$ cat config.mk
export PLATFORM = sky130hd
export DESIGN_NAME = sh7604_irl_vec_responder
export DESIGN_NICKNAME = d
export VERILOG_FILES = /design/src/rtl/sh7604_irl_vec_responder.sv
export SDC_FILE = /design/constraint.sdc
export NUM_CORES = 1
export LEC_CHECK = 0
export BUFFER_PORTS_ARGS = -buffer_cell sky130_fd_sc_hd__buf_4
export CAP_MARGIN = 0
export CORE_MARGIN = 5
export CORE_UTILIZATION = 40
export CTS_BUF_LIST = sky130_fd_sc_hd__clkbuf_4
export CTS_CLUSTER_DIAMETER = 60
export DETAILED_ROUTE_END_ITERATION = 16
export GPL_TIMING_DRIVEN = 0
export PLACE_DENSITY = 0.65
export SYNTH_ARGS = -nofsm -noshare
export SYNTH_HDL_FRONTEND = slang
export SYNTH_SLANG_ARGS = --single-unit
$ cat constraint.sdc
create_clock -name i_clk -period 3.1 [get_ports i_clk]
set_clock_uncertainty 0.15 [all_clocks]
set_input_delay 0 -clock i_clk [delete_from_list [all_inputs] [get_ports i_clk]]
set_output_delay 0 -clock i_clk [all_outputs]
set_load 0.01 [all_outputs]
$ cat src/rtl/sh7604_irl_vec_responder.sv
// SH7604 external interrupt encoder: pending/mask registers, active-low IRL level
// output, and an external-vector responder on the VBUS side.
module sh7604_irl_vec_responder #(
    parameter logic [63:0] SRC_LVL  = 64'hFEDCBA9876543210,
    parameter logic [7:0]  VEC_BASE = 8'h40,
    parameter logic [7:0]  SPUR_VEC = 8'h18,
    parameter int unsigned WAIT_CYC = 2
) (
    input  logic        i_clk,
    input  logic        i_rst,
    input  logic        i_ce,
    input  logic [15:0] i_irq,
    input  logic        i_mask_we,
    input  logic [15:0] i_mask_di,
    output logic [15:0] o_mask,
    output logic [15:0] o_pend,
    output logic [3:0]  o_irl_n,
    input  logic [3:0]  i_vbus_a,
    input  logic        i_vbus_req,
    output logic [7:0]  o_vbus_di,
    output logic        o_vbus_wait
);

    // state | meaning
    // IDLE  | waiting for a vector fetch request
    // LOOK  | level captured, wait counter running; lookup fires when it reaches 0
    // DONE  | vector valid on o_vbus_di; waits for the request to drop
    typedef enum logic [1:0] {ST_IDLE, ST_LOOK, ST_DONE} state_t;

    localparam logic [2:0] CNT_LOAD = 3'(WAIT_CYC - 1);

    state_t      r_state, w_state_nxt;
    logic [2:0]  r_cnt, w_cnt_nxt;
    logic [3:0]  r_lvl, w_lvl_nxt;
    logic [7:0]  r_vbus_di, w_di_nxt;
    logic [15:0] r_pend, r_mask;
    logic [3:0]  r_irl_n, w_irl_nxt;
    logic [15:0] w_cand, w_clr;
    logic [3:0]  w_best_lvl;
    logic        w_match_hit;
    logic [3:0]  w_match_idx;

    // Level-0 sources are never candidates, so a captured level of 0 can never match.
    always_comb begin
        w_cand      = '0;
        w_best_lvl  = '0;
        w_match_hit = 1'b0;
        w_match_idx = '0;
        for (int n = 0; n < 16; n++) begin
            w_cand[n] = r_pend[n] & ~r_mask[n] & (SRC_LVL[4*n +: 4] != 4'd0);
            if (w_cand[n] && (SRC_LVL[4*n +: 4] > w_best_lvl))
                w_best_lvl = SRC_LVL[4*n +: 4];
            if (w_cand[n] && !w_match_hit && (SRC_LVL[4*n +: 4] == r_lvl)) begin
                w_match_hit = 1'b1;
                w_match_idx = 4'(n);
            end
        end
        w_irl_nxt = (w_cand == 16'd0) ? 4'hF : ~w_best_lvl;
    end

    always_comb begin
        w_state_nxt = r_state;
        w_cnt_nxt   = r_cnt;
        w_lvl_nxt   = r_lvl;
        w_di_nxt    = r_vbus_di;
        w_clr       = '0;
        case (r_state)
            ST_IDLE: begin
                if (i_vbus_req) begin
                    w_lvl_nxt   = i_vbus_a;
                    w_cnt_nxt   = CNT_LOAD;
                    w_state_nxt = ST_LOOK;
                end
            end
            ST_LOOK: begin
                if (r_cnt != 3'd0) begin
                    w_cnt_nxt = r_cnt - 3'd1;
                end else begin
                    if (w_match_hit) begin
                        w_di_nxt = VEC_BASE + {4'd0, w_match_idx};
                        w_clr    = 16'd1 << w_match_idx;
                    end else begin
                        w_di_nxt = SPUR_VEC;
                    end
                    w_state_nxt = ST_DONE;
                end
            end
            ST_DONE: begin
                if (!i_vbus_req)
                    w_state_nxt = ST_IDLE;
            end
            default: w_state_nxt = ST_IDLE;
        endcase
    end

    always_ff @(posedge i_clk or posedge i_rst) begin
        if (i_rst) begin
            r_state   <= ST_IDLE;
            r_cnt     <= '0;
            r_lvl     <= '0;
            r_vbus_di <= '0;
            r_pend    <= '0;
            r_mask    <= 16'hFFFF;
            r_irl_n   <= 4'hF;
        end else if (i_ce) begin
            r_state   <= w_state_nxt;
            r_cnt     <= w_cnt_nxt;
            r_lvl     <= w_lvl_nxt;
            r_vbus_di <= w_di_nxt;
            // a new request on the clearing edge wins over the acknowledge clear
            r_pend    <= (r_pend & ~w_clr) | i_irq;
            if (i_mask_we)
                r_mask <= i_mask_di;
            r_irl_n   <= w_irl_nxt;
        end
    end

    assign o_mask      = r_mask;
    assign o_pend      = r_pend;
    assign o_irl_n     = r_irl_n;
    assign o_vbus_di   = r_vbus_di;
    assign o_vbus_wait = i_vbus_req && (r_state != ST_DONE) && !i_rst;

endmodule

==> results by group, run 1 <==
STA
  • Crit path time final: 2.96 ns
  • Final Cycle Share: 0.955
  • RSZ-0062 raised after global routing: false
  • Endpoints failing setup: 0
  • Final Hold Fails: 0
  • Final hold slack: 0.0197 ns
  • TNS Setup: 0 ns
  • Worst slew pin tran: 0.932 ns
  • Maximum achievable frequency: 338 MHz
  • Final Max Slew Viols: 0
  • Max-slew headroom: 0.370
  • Final worst setup slack: 0.139 ns

Die
  • Chip width: 92.7 um
  • Die Y: 92.7 um
  • Rows: 30
  • Initial Utilization: 0.407
  • Die area: 8590 um2
  • Core ar.: 6720 um2
  • # IOs: 86

Pwr
  • Int Pwr: 1.44 mW
  • PD cells: 583 nW/um2
  • Switching Share: 0.378
  • Pleak: 1.76 nW
  • Combinational share of power: 0.456
  • Max VDD drop: 0.290 mV
  • Clock share of power: 0.132
  • Design Power: 2.32 mW
  • NetSw: 0.878 mW
  • Register share of total power: 0.412

Place
  • GPL Wtd Cong: 0.904
  • PortBufs: 82
  • DP Area: 3470 um2
  • Hpwl dp: 6070 um
  • Placed Instances: 423
  • Pre-CTS setup slack: 0.569 ns

Setup path
  • Crit-path slowest cell: dfstp_2
  • Req. time, crit path: 3.21 ns
  • WP buf/inv: 1
  • WS Path Type: flip-flop to flip-flop
  • FF-to-FF Start: o_mask[3]
  • Worst setup EP type: flip-flop
  • CP top delay family: simple AND/OR/NAND/NOR gates
  • Worst Path Arrival: 3.07 ns
  • CP max FO: 5
  • CP startpoint kind: flip-flop
  • CP peak stage delay: 0.59 ns
  • Reg2Reg Capture Point: o_pend[9]
  • Worst reg2reg setup slack: 0.14 ns
  • Reg2reg path depth: 7
  • Cell breakdown of the critical path: and3b_1 -> o211a_1 -> or4b_1 -> nor3_4 -> nand2_1 -> a22o_1 -> dlygate4sd3_1

Flow run
  • Maxcap violations: 0

Worst hold path
  • Hold Crit Start: i_mask_we
  • WHS Path Cells: 3
  • Hold Crit Class: primary input to flip-flop
  • Hold Crit Endpoint: o_mask[13]

Drt
  • Wire length per cell after detailed routing: 16.6 um
  • Via density: 5.28
  • Final ANT Viol Nets: 0
  • First DRT Iteration DRCs: 74
  • Vias after detailed routing: 2504
  • Wirelength, routed: 7880 um
  • Drt pass-1 iters: 5
  • Drc violations: 0

Yosys
  • #FFs+latches synth: 51
  • Mapped Cells: 259
  • Sequential-to-total area share from yosys stat: 0.476
  • Area leader, netlist: dfrtp_1
  • Share of the synthesized area in the top cell type: 0.284
  • Ys flop type: dfrtp_1
  • Async set-reset flop share out of synthesis: 1.00
  • Top cells by area, synth: dfrtp_1, dfstp_2, mux2_2, a22o_1, nor2b_1
  • Most common cell in the synthesized netlist: dfrtp_1
  • Synth top cells by count: dfrtp_1, mux2_2, dfstp_2, nor2b_1, nor2_1
  • Post-synth EDFFs: 0
  • Yosys warnings: 0
  • Yosys cell types: 58
  • Syn avg cell area: 10.6 um2
  • Mapped Area: 2730 um2

Clock tree
  • CTS clk-pin slew, worst paths: 0.14 ns
  • Root Driver: clkbuf_4
  • CTS tree: done
  • Skew-Pair Late Insertion Delay: 0.36 ns
  • H-tree levels: 2
  • Sink Count: 51
  • Inserted Clock Buffers: 5
  • Clock Tree Buf Depth: 2

Final layout
  • Final Core Density: 0.592
  • Share of post-route cells with drive strength above 1: 0.373
  • # nets final: 436
  • Syn-to-layout area delta: 45.4%
  • Ant diodes: 0
  • Final instance area: 3980 um2
  • Cell Count, Final, Fillers Out: 474

GRT
  • Overall Global Routing Usage: 0.187
  • Largest net degree at the start of global routing: 31
  • Grt total ovfl: 0
  • Initial antenna violation count: 0
  • First-pass GRT wire length: 12700 um
  • Number of global-route vias before repair: 2545

Run status
  • Outcome: finished, final reports clean
## how the worst max path moves through the flow
| stage | to | cells past startpoint | slack, ns | start |
|---|---|---|---|---|
| after floorplan | o_irl_n[1] | 6 | 0.86 | o_mask[9] |
| after global placement | o_pend[14] | 7 | 0.51 | r_lvl[1] |
| after detailed placement | o_pend[4] | 6 | 0.57 | r_lvl[1] |
| after CTS | o_pend[10] | 7 | 0.10 | o_mask[9] |
| after global routing | o_pend[9] | 7 | 0.05 | o_mask[3] |
| final | o_pend[9] | 7 | 0.14 | o_mask[3] |
## flip-flops by register name, summed over array words and instances, names as in the netlist
register	flops
o_irl_n	4
o_mask	16
o_pend	16
o_vbus_di	6
r_cnt	3
r_lvl	4
r_state	2
## metal layers
layer  global-route usage  share of wire
met5                    0              0
met4               0.0366         0.0070
met3               0.0382          0.059
met2                0.321           0.49
met1                0.246           0.44
## power groups by stage
stage | combinational [mW] | clock, mW | sequential (mW)
final | 1.06 | 0.307 | 0.955
after global routing | 1.15 | 0.347 | 0.977
after CTS | 1.04 | 0.326 | 0.954
after detailed placement | 1.00 | 0 | 0.966
after global placement | 0.995 | 0 | 0.962
after floorplan | 0.629 | 0 | 0.966
## logic make-up (layout without fill, tap and decap cells)
family                     after synthesis  count (layout)  share of synthesized area
DFF                                     51              51                      0.476
xor gates and xnor gates                 1               1                    0.00320
AOI/OAI and AO/OA                       52              52                      0.139
other                                    1               2                    0.00137
buffers and inverters                   17             151                     0.0302
muxes                                   24              24                      0.102
and+or+nand+nor                        111             111                      0.239
adders and majority gates                2               2                    0.00915
## repair_timing
item	4_1_cts	5_1_grt
setup buffers	0	0
setup endpoints to repair	0	2
hold buffers	43	0
gates resized for setup	0	3
endpoints found under the hold margin	82	0
## tightest hold or removal path: stages
cell	delay [ns]
buf_4	0.08
nand2_1	0.16
mux2_2	0.27
## layout make-up
type | count | area (um2)
buffer | 11 | 60.1
fill | 591 | 2740
tap | 80 | 100
clock buffer | 7 | 52.6
clock inverter | 1 | 5.00
multi-input combinational | 192 | 1370
sequential | 51 | 1300
timing repair buffer | 126 | 1070
inverter | 6 | 22.5
## placed cells by master (no fill, tap or decap), drive strengths merged, types with 3 or more instances in the layout
cell type	netlist	final
nor2b	20	20
nand3	7	7
inv	5	5
clkbuf	5	12
nand2b	9	9
dfstp	20	20
dlygate4sd3	0	43
nor3	4	4
or2	3	3
nor2	19	19
nor3b	5	5
a22o	15	15
a31oi	4	4
a21oi	6	6
mux2	21	21
dfrtp	31	31
a21o	4	4
o21ai	7	7
buf	6	89
nand2	17	17
nand3b	3	3
Note: power is estimated with default switching activity, not from simulation.
==> inputs of run 2 (changes only) <==
--- a/config.mk
+++ b/config.mk
@@ -7,6 +7,7 @@
 export LEC_CHECK = 0
 export BUFFER_PORTS_ARGS = -buffer_cell sky130_fd_sc_hd__buf_4
 export CAP_MARGIN = 0
+export CORE_ASPECT_RATIO = 0.5
 export CORE_MARGIN = 5
 export CORE_UTILIZATION = 40
 export CTS_BUF_LIST = sky130_fd_sc_hd__clkbuf_4
==> run 2 against run 1 <==
Compared with the run above: flip-flop and latch count stayed put; via count is 2.2% higher; global-route usage is 0.77 points higher; critical endpoint is now o_pend[10]; highest routed layer unchanged.
==> results by group, run 2 (same netlist as run 1, synthesis figures left out) <==
Run status
  • Outcome: finished, final reports clean

Clock tree
  • Clock Tree Buf Depth: 2 (unchanged)
  • CTS clk-pin slew, worst paths: 0.14 ns (about the same)
  • Root Driver: clkbuf_4
  • Sink Count: 51 (unchanged)
  • Inserted Clock Buffers: 5 (unchanged)
  • CTS tree: done
  • Skew-Pair Late Insertion Delay: 0.37 ns (about the same)
  • H-tree levels: 2 (unchanged)

Drt
  • Wire length per cell after detailed routing: 17.3 um (+3.8%)
  • Final ANT Viol Nets: 0 (unchanged)
  • Drt pass-1 iters: 4 (-1)
  • First DRT Iteration DRCs: 180 (+140%)
  • Vias after detailed routing: 2560 (+2.2%)
  • Via density: 5.28 (about the same)
  • Drc violations: 0 (unchanged)
  • Wirelength, routed: 8370 um (+6.2%)

Die
  • Rows: 21 (-30%)
  • Chip width: 127 um (+37%)
  • Die Y: 68.5 um (-26%)
  • Initial Utilization: 0.410 (+0.00275)
  • # IOs: 86 (unchanged)
  • Core ar.: 6670 um2 (-0.67%)
  • Die area: 8690 um2 (+1.2%)

GRT
  • Grt total ovfl: 0 (unchanged)
  • Number of global-route vias before repair: 2505 (-1.6%)
  • Initial antenna violation count: 0 (unchanged)
  • First-pass GRT wire length: 13100 um (+3.4%)
  • Overall Global Routing Usage: 0.195 (+0.00773)
  • Largest net degree at the start of global routing: 31 (unchanged)

Setup path
  • CP max FO: 5 (unchanged)
  • Worst reg2reg setup slack: 0.11 ns (-0.03 ns)
  • CP startpoint kind: flip-flop
  • Worst Path Arrival: 3.10 ns (+0.03 ns)
  • Crit-path slowest cell: dfstp_2
  • Req. time, crit path: 3.22 ns (about the same)
  • WS Path Type: flip-flop to flip-flop
  • FF-to-FF Start: o_mask[9]
  • Cell breakdown of the critical path: and2b_1 -> and4b_1 -> or3_1 -> nor2_1 -> nand4_1 -> a22o_1 -> dlygate4sd3_1
  • Reg2Reg Capture Point: o_pend[10]
  • CP peak stage delay: 0.56 ns (-0.03 ns)
  • Worst setup EP type: flip-flop
  • Reg2reg path depth: 7 (unchanged)

Worst hold path
  • Hold Crit Class: primary input to async pin

Place
  • PortBufs: 82 (unchanged)
  • GPL Wtd Cong: 0.927 (+2.5%)
  • DP Area: 3490 um2 (+0.43%)
  • Hpwl dp: 6270 um (+3.3%)
  • Placed Instances: 435 (+2.8%)
  • Pre-CTS setup slack: 0.494 ns (-0.0751 ns)

STA
  • Endpoints failing setup: 0 (unchanged)
  • Maximum achievable frequency: 335 MHz (-0.88%)
  • TNS Setup: 0 ns (unchanged)
  • Worst slew pin tran: 1.08 ns (+0.151 ns)
  • Final worst setup slack: 0.112 ns (-0.0263 ns)
  • RSZ-0062 raised after global routing: false
  • Crit path time final: 2.99 ns (+0.0263 ns)
  • Max-slew headroom: 0.268 (-0.102)
  • Final Cycle Share: 0.964 (+0.00848)
  • Final Hold Fails: 0 (unchanged)
  • Final Max Slew Viols: 0 (unchanged)

Final layout
  • FF+latch area: 1300 um2 (unchanged)
  • Share of post-route cells with drive strength above 1: 0.369 (-0.00414)
  • Most frequent cells in the layout: buf_4, dlygate4sd3_1, dfrtp_1
  • Cell Count, Final, Fillers Out: 485 (+2.3%)
  • # nets final: 436 (unchanged)
  • Ant diodes: 0 (unchanged)
  • # fillers: 584 (-1.2%)
  • Syn-to-layout area delta: 45.7%
  • Commonest non-fill, non-tap cell in the layout: buf_4
  • Footprint of the multi-input gates: 1370 um2 (-0.18%)
  • Final instance area: 3980 um2 (+0.19%)

Flow run
  • Maxcap violations: 0 (unchanged)

Pwr
  • Combinational share of power: 0.465 (+0.009)
  • Clock share of power: 0.130 (-0.002)
  • Int Pwr: 1.44 mW (-0.32%)
  • Register share of total power: 0.405 (-0.007)
  • Max VDD drop: 0.343 mV (+18%)
  • Switching Share: 0.390 (+0.0115)
  • NetSw: 0.918 mW (+4.6%)
  • Design Power: 2.35 mW (+1.6%)
  • Pleak: 1.75 nW (-0.26%)
  • PD cells: 591 nW/um2 (+1.4%)
[run 2: cell types whose count changed in the layout (fill, tap and decap cells not counted), sizes merged]
cell    previous run  this run
clkinv             2         1
[run 2: metal layers]
metal / track usage / vias up / share of wire / routed length [um]
met4: 0.0361 / 0 / 0.0033 / 28
li1: - / 1207 / - / -
met5: 0 / - / 0 / 0
met3: 0.0421 / 2 / 0.070 / 588
met2: 0.313 / 83 / 0.46 / 3820
met1: 0.277 / 1268 / 0.47 / 3940
[run 2: worst max-delay path: cells and delay by family (launching register included)]
family / cells / cell delay (ns)
buffers and inverters: 1 / 0.54
flip-flops: 1 / 0.56
AO/OA/AOI/OAI: 1 / 0.20
AND/OR/NAND/NOR: 5 / 1.42
[run 2: area by class of cell]
| class | instances | area share |
|---|---|---|
| buffer | 11 | 0.0151 |
| clock buffer | 7 | 0.0132 |
| inverter | 6 | 0.00566 |
| multi-input combinational | 192 | 0.343 |
| sequential | 51 | 0.327 |
| tap | 92 | 0.0289 |
| timing repair buffer | 126 | 0.268 |
[run 2: worst max-delay path by stage]
stage	startpoint	end	slack [ns]	depth (start not counted)
2_1_floorplan	o_mask[9]	o_irl_n[1]	0.86	6
3_3_place_gp	r_lvl[1]	o_pend[2]	0.44	7
3_5_place_dp	r_lvl[1]	o_pend[2]	0.49	7
4_1_cts	r_lvl[0]	o_pend[9]	0.07	8
5_1_grt	r_lvl[0]	o_pend[9]	0.004	8
6_report	o_mask[9]	o_pend[10]	0.11	7
[run 2: per-stage QoR]
step,hold WS [ns],util
after floorplan,-0.0291,-
after global placement,0.0603,0.520
after detailed placement,-0.0790,0.523
after CTS,0.0449,0.595
after global routing,0.0711,0.597
final,0.0542,0.597
[run 2: timing repair]
item                       in CTS  in global routing
resized for setup               0                  2
setup buffers                   0                  0
hold buffers                   43                  0
setup endpoints to repair       0                  1
hold endpoints to repair       74                  0
[run 2: power groups by stage]
stage | Combinational (mW) | Sequential (mW) | Clock (mW)
after CTS | 1.07 | 0.951 | 0.324
after global routing | 1.18 | 0.971 | 0.346
final | 1.09 | 0.954 | 0.306
after detailed placement | 1.03 | 0.962 | 0
after global placement | 1.02 | 0.957 | 0
after floorplan | 0.629 | 0.966 | 0
==> inputs of run 3 (changes only) <==
--- a/config.mk
+++ b/config.mk
@@ -5,6 +5,7 @@
 export SDC_FILE = /design/constraint.sdc
 export NUM_CORES = 1
 export LEC_CHECK = 0
+export ABC_AREA = 1
 export BUFFER_PORTS_ARGS = -buffer_cell sky130_fd_sc_hd__buf_4
 export CAP_MARGIN = 0
 export CORE_ASPECT_RATIO = 0.5
@@ -14,7 +15,6 @@
 export CTS_CLUSTER_DIAMETER = 60
 export DETAILED_ROUTE_END_ITERATION = 16
 export GPL_TIMING_DRIVEN = 0
-export PLACE_DENSITY = 0.65
 export SYNTH_ARGS = -nofsm -noshare
 export SYNTH_HDL_FRONTEND = slang
 export SYNTH_SLANG_ARGS = --single-unit
==> run 3 against run 2 <==
Compared with the run above: combinational power up 4%; wire length down 1.9%; non-clock buffer count up 8; clock power up 6%; fmax up 3.7%; register-to-register slack better by 0.11 ns; utilization up 1.7 points; flip-flop and latch count unchanged; cell count up 17%; cell area up 3.2%; critical path type unchanged; largest power group unchanged.
==> results by group, run 3 <==
Run status
  • Outcome: finished, final reports clean

Clock tree
  • Sink Count: 51 (unchanged)
  • Clock Tree Buf Depth: 2 (unchanged)
  • H-tree levels: 2 (unchanged)
  • Post-CTS Setup Inserts: 0 (unchanged)
  • Inserted Clock Buffers: 5 (unchanged)
  • Root Driver: clkbuf_4
  • CTS clk-pin slew, worst paths: 0.14 ns (about the same)
  • CTS tree: done
  • Skew-Pair Late Insertion Delay: 0.38 ns (about the same)

GRT
  • Overall Global Routing Usage: 0.195 (-0.000299)
  • Number of global-route vias before repair: 2678 (+6.9%)
  • Largest net degree at the start of global routing: 44 (+42%)
  • First-pass GRT wire length: 13200 um (+1.0%)
  • Grt total ovfl: 0 (unchanged)
  • Initial antenna violation count: 0 (unchanged)

STA
  • Final worst setup slack: 0.219 ns (+0.106 ns)
  • Maximum achievable frequency: 347 MHz (+3.7%)
  • Final Max Slew Viols: 0 (unchanged)
  • Endpoints failing setup: 0 (unchanged)
  • Max-slew headroom: 0.663 (+0.395)
  • Final hold slack: 0.148 ns (+0.0943 ns)
  • RSZ-0062 raised after global routing: false
  • Final Cycle Share: 0.929 (-0.0343)
  • Worst slew pin tran: 0.506 ns (-0.577 ns)
  • Crit path time final: 2.88 ns (-0.106 ns)
  • Final Hold Fails: 0 (unchanged)
  • TNS Setup: 0 ns (unchanged)

Yosys
  • Top cells by area, synth: dfrtp_1, dfstp_2, nand2_1, inv_1, o21ai_0
  • Area leader, netlist: dfrtp_1
  • #FFs+latches synth: 51 (unchanged)
  • Synth Area in Adders: 0.00906 (-0.0000912)
  • Simple-Gate Fraction of Synth Area: 0.208 (-0.0318)
  • Mapped Area: 2760 um2 (+1.0%)
  • Yosys cell types: 36 (-38%)
  • Mapped Cells: 331 (+28%)
  • Compound-Gate Fraction of Synth Area: 0.150 (+0.0113)
  • Share of the synthesized area in the top cell type: 0.281 (-0.00283)
  • Sequential-to-total area share from yosys stat: 0.471 (-0.00474)
  • Most common cell in the synthesized netlist: nand2_1
  • Async set-reset flop share out of synthesis: 1.00 (unchanged)
  • Synth Area in XOR/XNOR: 0 (-0.00320)
  • Synth top cells by count: nand2_1, inv_1, o21ai_0, dfrtp_1, nor2_1
  • Syn avg cell area: 8.34 um2 (-21%)
  • Largest family of logic cells by synthesized area: simple AND/OR/NAND/NOR gates
  • Post-synth EDFFs: 0 (unchanged)
  • Yosys warnings: 0 (unchanged)
  • Ys flop type: dfrtp_1
  • Mux share of post-synthesis cell area: 0.0571 (-0.0450)

Setup path
  • CP peak stage delay: 0.58 ns (+0.02 ns)
  • Crit-path slowest cell: dlygate4sd3_1
  • Worst reg2reg setup slack: 0.22 ns (+0.11 ns)
  • WS Path Type: flip-flop to flip-flop
  • Crit path depth: 10 (+3)
  • Req. time, crit path: 3.27 ns (+0.05 ns)
  • Reg2reg path depth: 10 (+3)
  • Cell breakdown of the critical path: inv_1 -> ha_1 -> nand2_2 -> a221oi_4 -> nand2_1 -> inv_2 -> nand2_1 -> dlygate4sd3_1 -> o21ai_0 -> dlygate4sd3_1
  • CP max FO: 9 (+4)
  • Reg2Reg Capture Point: r_lvl[0]
  • FF-to-FF Start: r_cnt[0]
  • WP buf/inv: 4 (+3)
  • Worst Path Arrival: 3.05 ns (-0.05 ns)
  • CP top delay family: buffers and inverters
  • CP startpoint kind: flip-flop
  • Worst setup EP type: flip-flop

Drt
  • Via density: 4.81 (-8.9%)
  • Wire length per cell after detailed routing: 14.5 um (-16%)
  • Drc violations: 0 (unchanged)
  • Drt pass-1 iters: 4 (unchanged)
  • Final ANT Viol Nets: 0 (unchanged)
  • Vias after detailed routing: 2725 (+6.4%)
  • First DRT Iteration DRCs: 134 (-26%)
  • Wirelength, routed: 8210 um (-1.9%)

Die
  • Chip width: 128 um (+0.46%)
  • # IOs: 86 (unchanged)
  • Core ar.: 6700 um2 (+0.39%)
  • Die Y: 68.8 um (+0.42%)
  • Rows: 21 (unchanged)
  • Initial Utilization: 0.412 (+0.00250)
  • Die area: 8770 um2 (+0.89%)

Final layout
  • Final Core Density: 0.613 (+0.0167)
  • # fillers: 587 (+0.51%)
  • Final instance area: 4110 um2 (+3.2%)
  • Most frequent cells in the layout: buf_4, nand2_1, inv_1
  • FF+latch area: 1300 um2 (unchanged)
  • Commonest non-fill, non-tap cell in the layout: buf_4
  • Share of post-route cells with drive strength above 1: 0.341 (-0.0279)
  • Syn-to-layout area delta: 48.8%
  • Cell Count, Final, Fillers Out: 567 (+17%)
  • # nets final: 517 (+19%)
  • Footprint of the multi-input gates: 1190 um2 (-13%)
  • Ant diodes: 0 (unchanged)

Place
  • GPL Wtd Cong: 0.902 (-2.7%)
  • PortBufs: 82 (unchanged)
  • Placed Instances: 507 (+17%)
  • DP Area: 3520 um2 (+0.79%)
  • Hpwl dp: 6170 um (-1.6%)
  • Pre-CTS setup slack: 1.09 ns (+0.593 ns)

Pwr
  • Max VDD drop: 0.246 mV (-28%)
  • NetSw: 0.972 mW (+5.9%)
  • Register share of total power: 0.395 (-0.010)
  • Combinational share of power: 0.471 (+0.006)
  • PD cells: 586 nW/um2 (-0.96%)
  • Int Pwr: 1.44 mW (-0.11%)
  • Pleak: 2.05 nW (+17%)
  • Switching Share: 0.404 (+0.0139)
  • Design Power: 2.41 mW (+2.2%)
  • Clock share of power: 0.135 (+0.005)

Worst hold path
  • Hold Crit Start: i_mask_we
  • WHS Path Cells: 3
  • Hold Crit Endpoint: o_mask[11]
  • Hold Crit Class: primary input to flip-flop

Flow run
  • Maxcap violations: 0 (unchanged)
==> run 3: cell count changes in the layout (fill, tap and decap cells not counted), moves of 6 or more <==
cell	previous run	this run
inv_1	4	53
nand2_1	17	62
o21ai_0	7	36
nor2b_1	20	0
a22o_1	15	0
o31ai_1	2	17
dlygate4sd3_1	43	52
nand2b_1	9	0
mux2_2	21	14
nor2_1	19	25
nor2_2	0	6
==> run 3: worst max path at each step <==
stage,startpoint,endpoint,slack (ns)
final,r_cnt[0],r_lvl[0],0.22
after global routing,r_cnt[0],r_lvl[0],0.02
after CTS,r_cnt[0],r_lvl[2],0.12
after detailed placement,r_cnt[0],o_pend[4],1.09
after global placement,i_rst,o_vbus_wait,0.97
after floorplan,o_mask[4],o_vbus_di[6],1.36
==> run 3: power groups by stage <==
| stage | logic [mW] | registers, mW | clock network, mW |
|---|---|---|---|
| 6_report | 1.13 | 0.950 | 0.324 |
| 4_1_cts | 1.11 | 0.950 | 0.341 |
| 5_1_grt | 1.26 | 0.971 | 0.364 |
| 2_1_floorplan | 0.584 | 0.983 | 0 |
| 3_5_place_dp | 0.997 | 0.961 | 0 |
| 3_3_place_gp | 0.978 | 0.954 | 0 |
==> run 3: cells by family (layout without fill, tap and decap cells) <==
logic type / Yosys count / count (layout)
compound gates: 67 / 67
fa+ha+maj: 2 / 2
buf+inv: 70 / 213
flops: 51 / 51
mux: 14 / 14
other cells: 1 / 2
simple gates: 126 / 126
==> run 3: cell type report <==
| type | instances | area share |
|---|---|---|
| Tap cell | 92 | 0.0280 |
| Clock buffer | 8 | 0.0146 |
| Sequential cell | 51 | 0.317 |
| Multi-Input combinational cell | 211 | 0.290 |
| Timing Repair Buffer | 135 | 0.281 |
| Buffer | 10 | 0.0143 |
| Inverter | 60 | 0.0554 |
==> run 3: worst register-to-register path, cell delays in order (launching register included) <==
cell and delay, ns:
dfrtp_1 0.38, inv_1 0.10, ha_1 0.17, nand2_2 0.14, a221oi_4 0.32, nand2_1 0.12
inv_2 0.16, nand2_1 0.07, dlygate4sd3_1 0.55, o21ai_0 0.09, dlygate4sd3_1 0.58
==> run 3: metal layers <==
metal / vias up / routed length, um / GRT usage
li1: 1349 / - / -
met3: 4 / 687 / 0.0554
met5: - / 0 / 0
met1: 1283 / 3650 / 0.251
met2: 89 / 3820 / 0.334
met4: 0 / 54 / 0.0388
==> run 3: what timing repair did <==
item | 4_1_cts | 5_1_grt
hold buffers | 52 | 0
hold endpoints to repair | 100 | 0
gates resized for setup | 0 | 2
endpoints found under the setup margin | 0 | 4
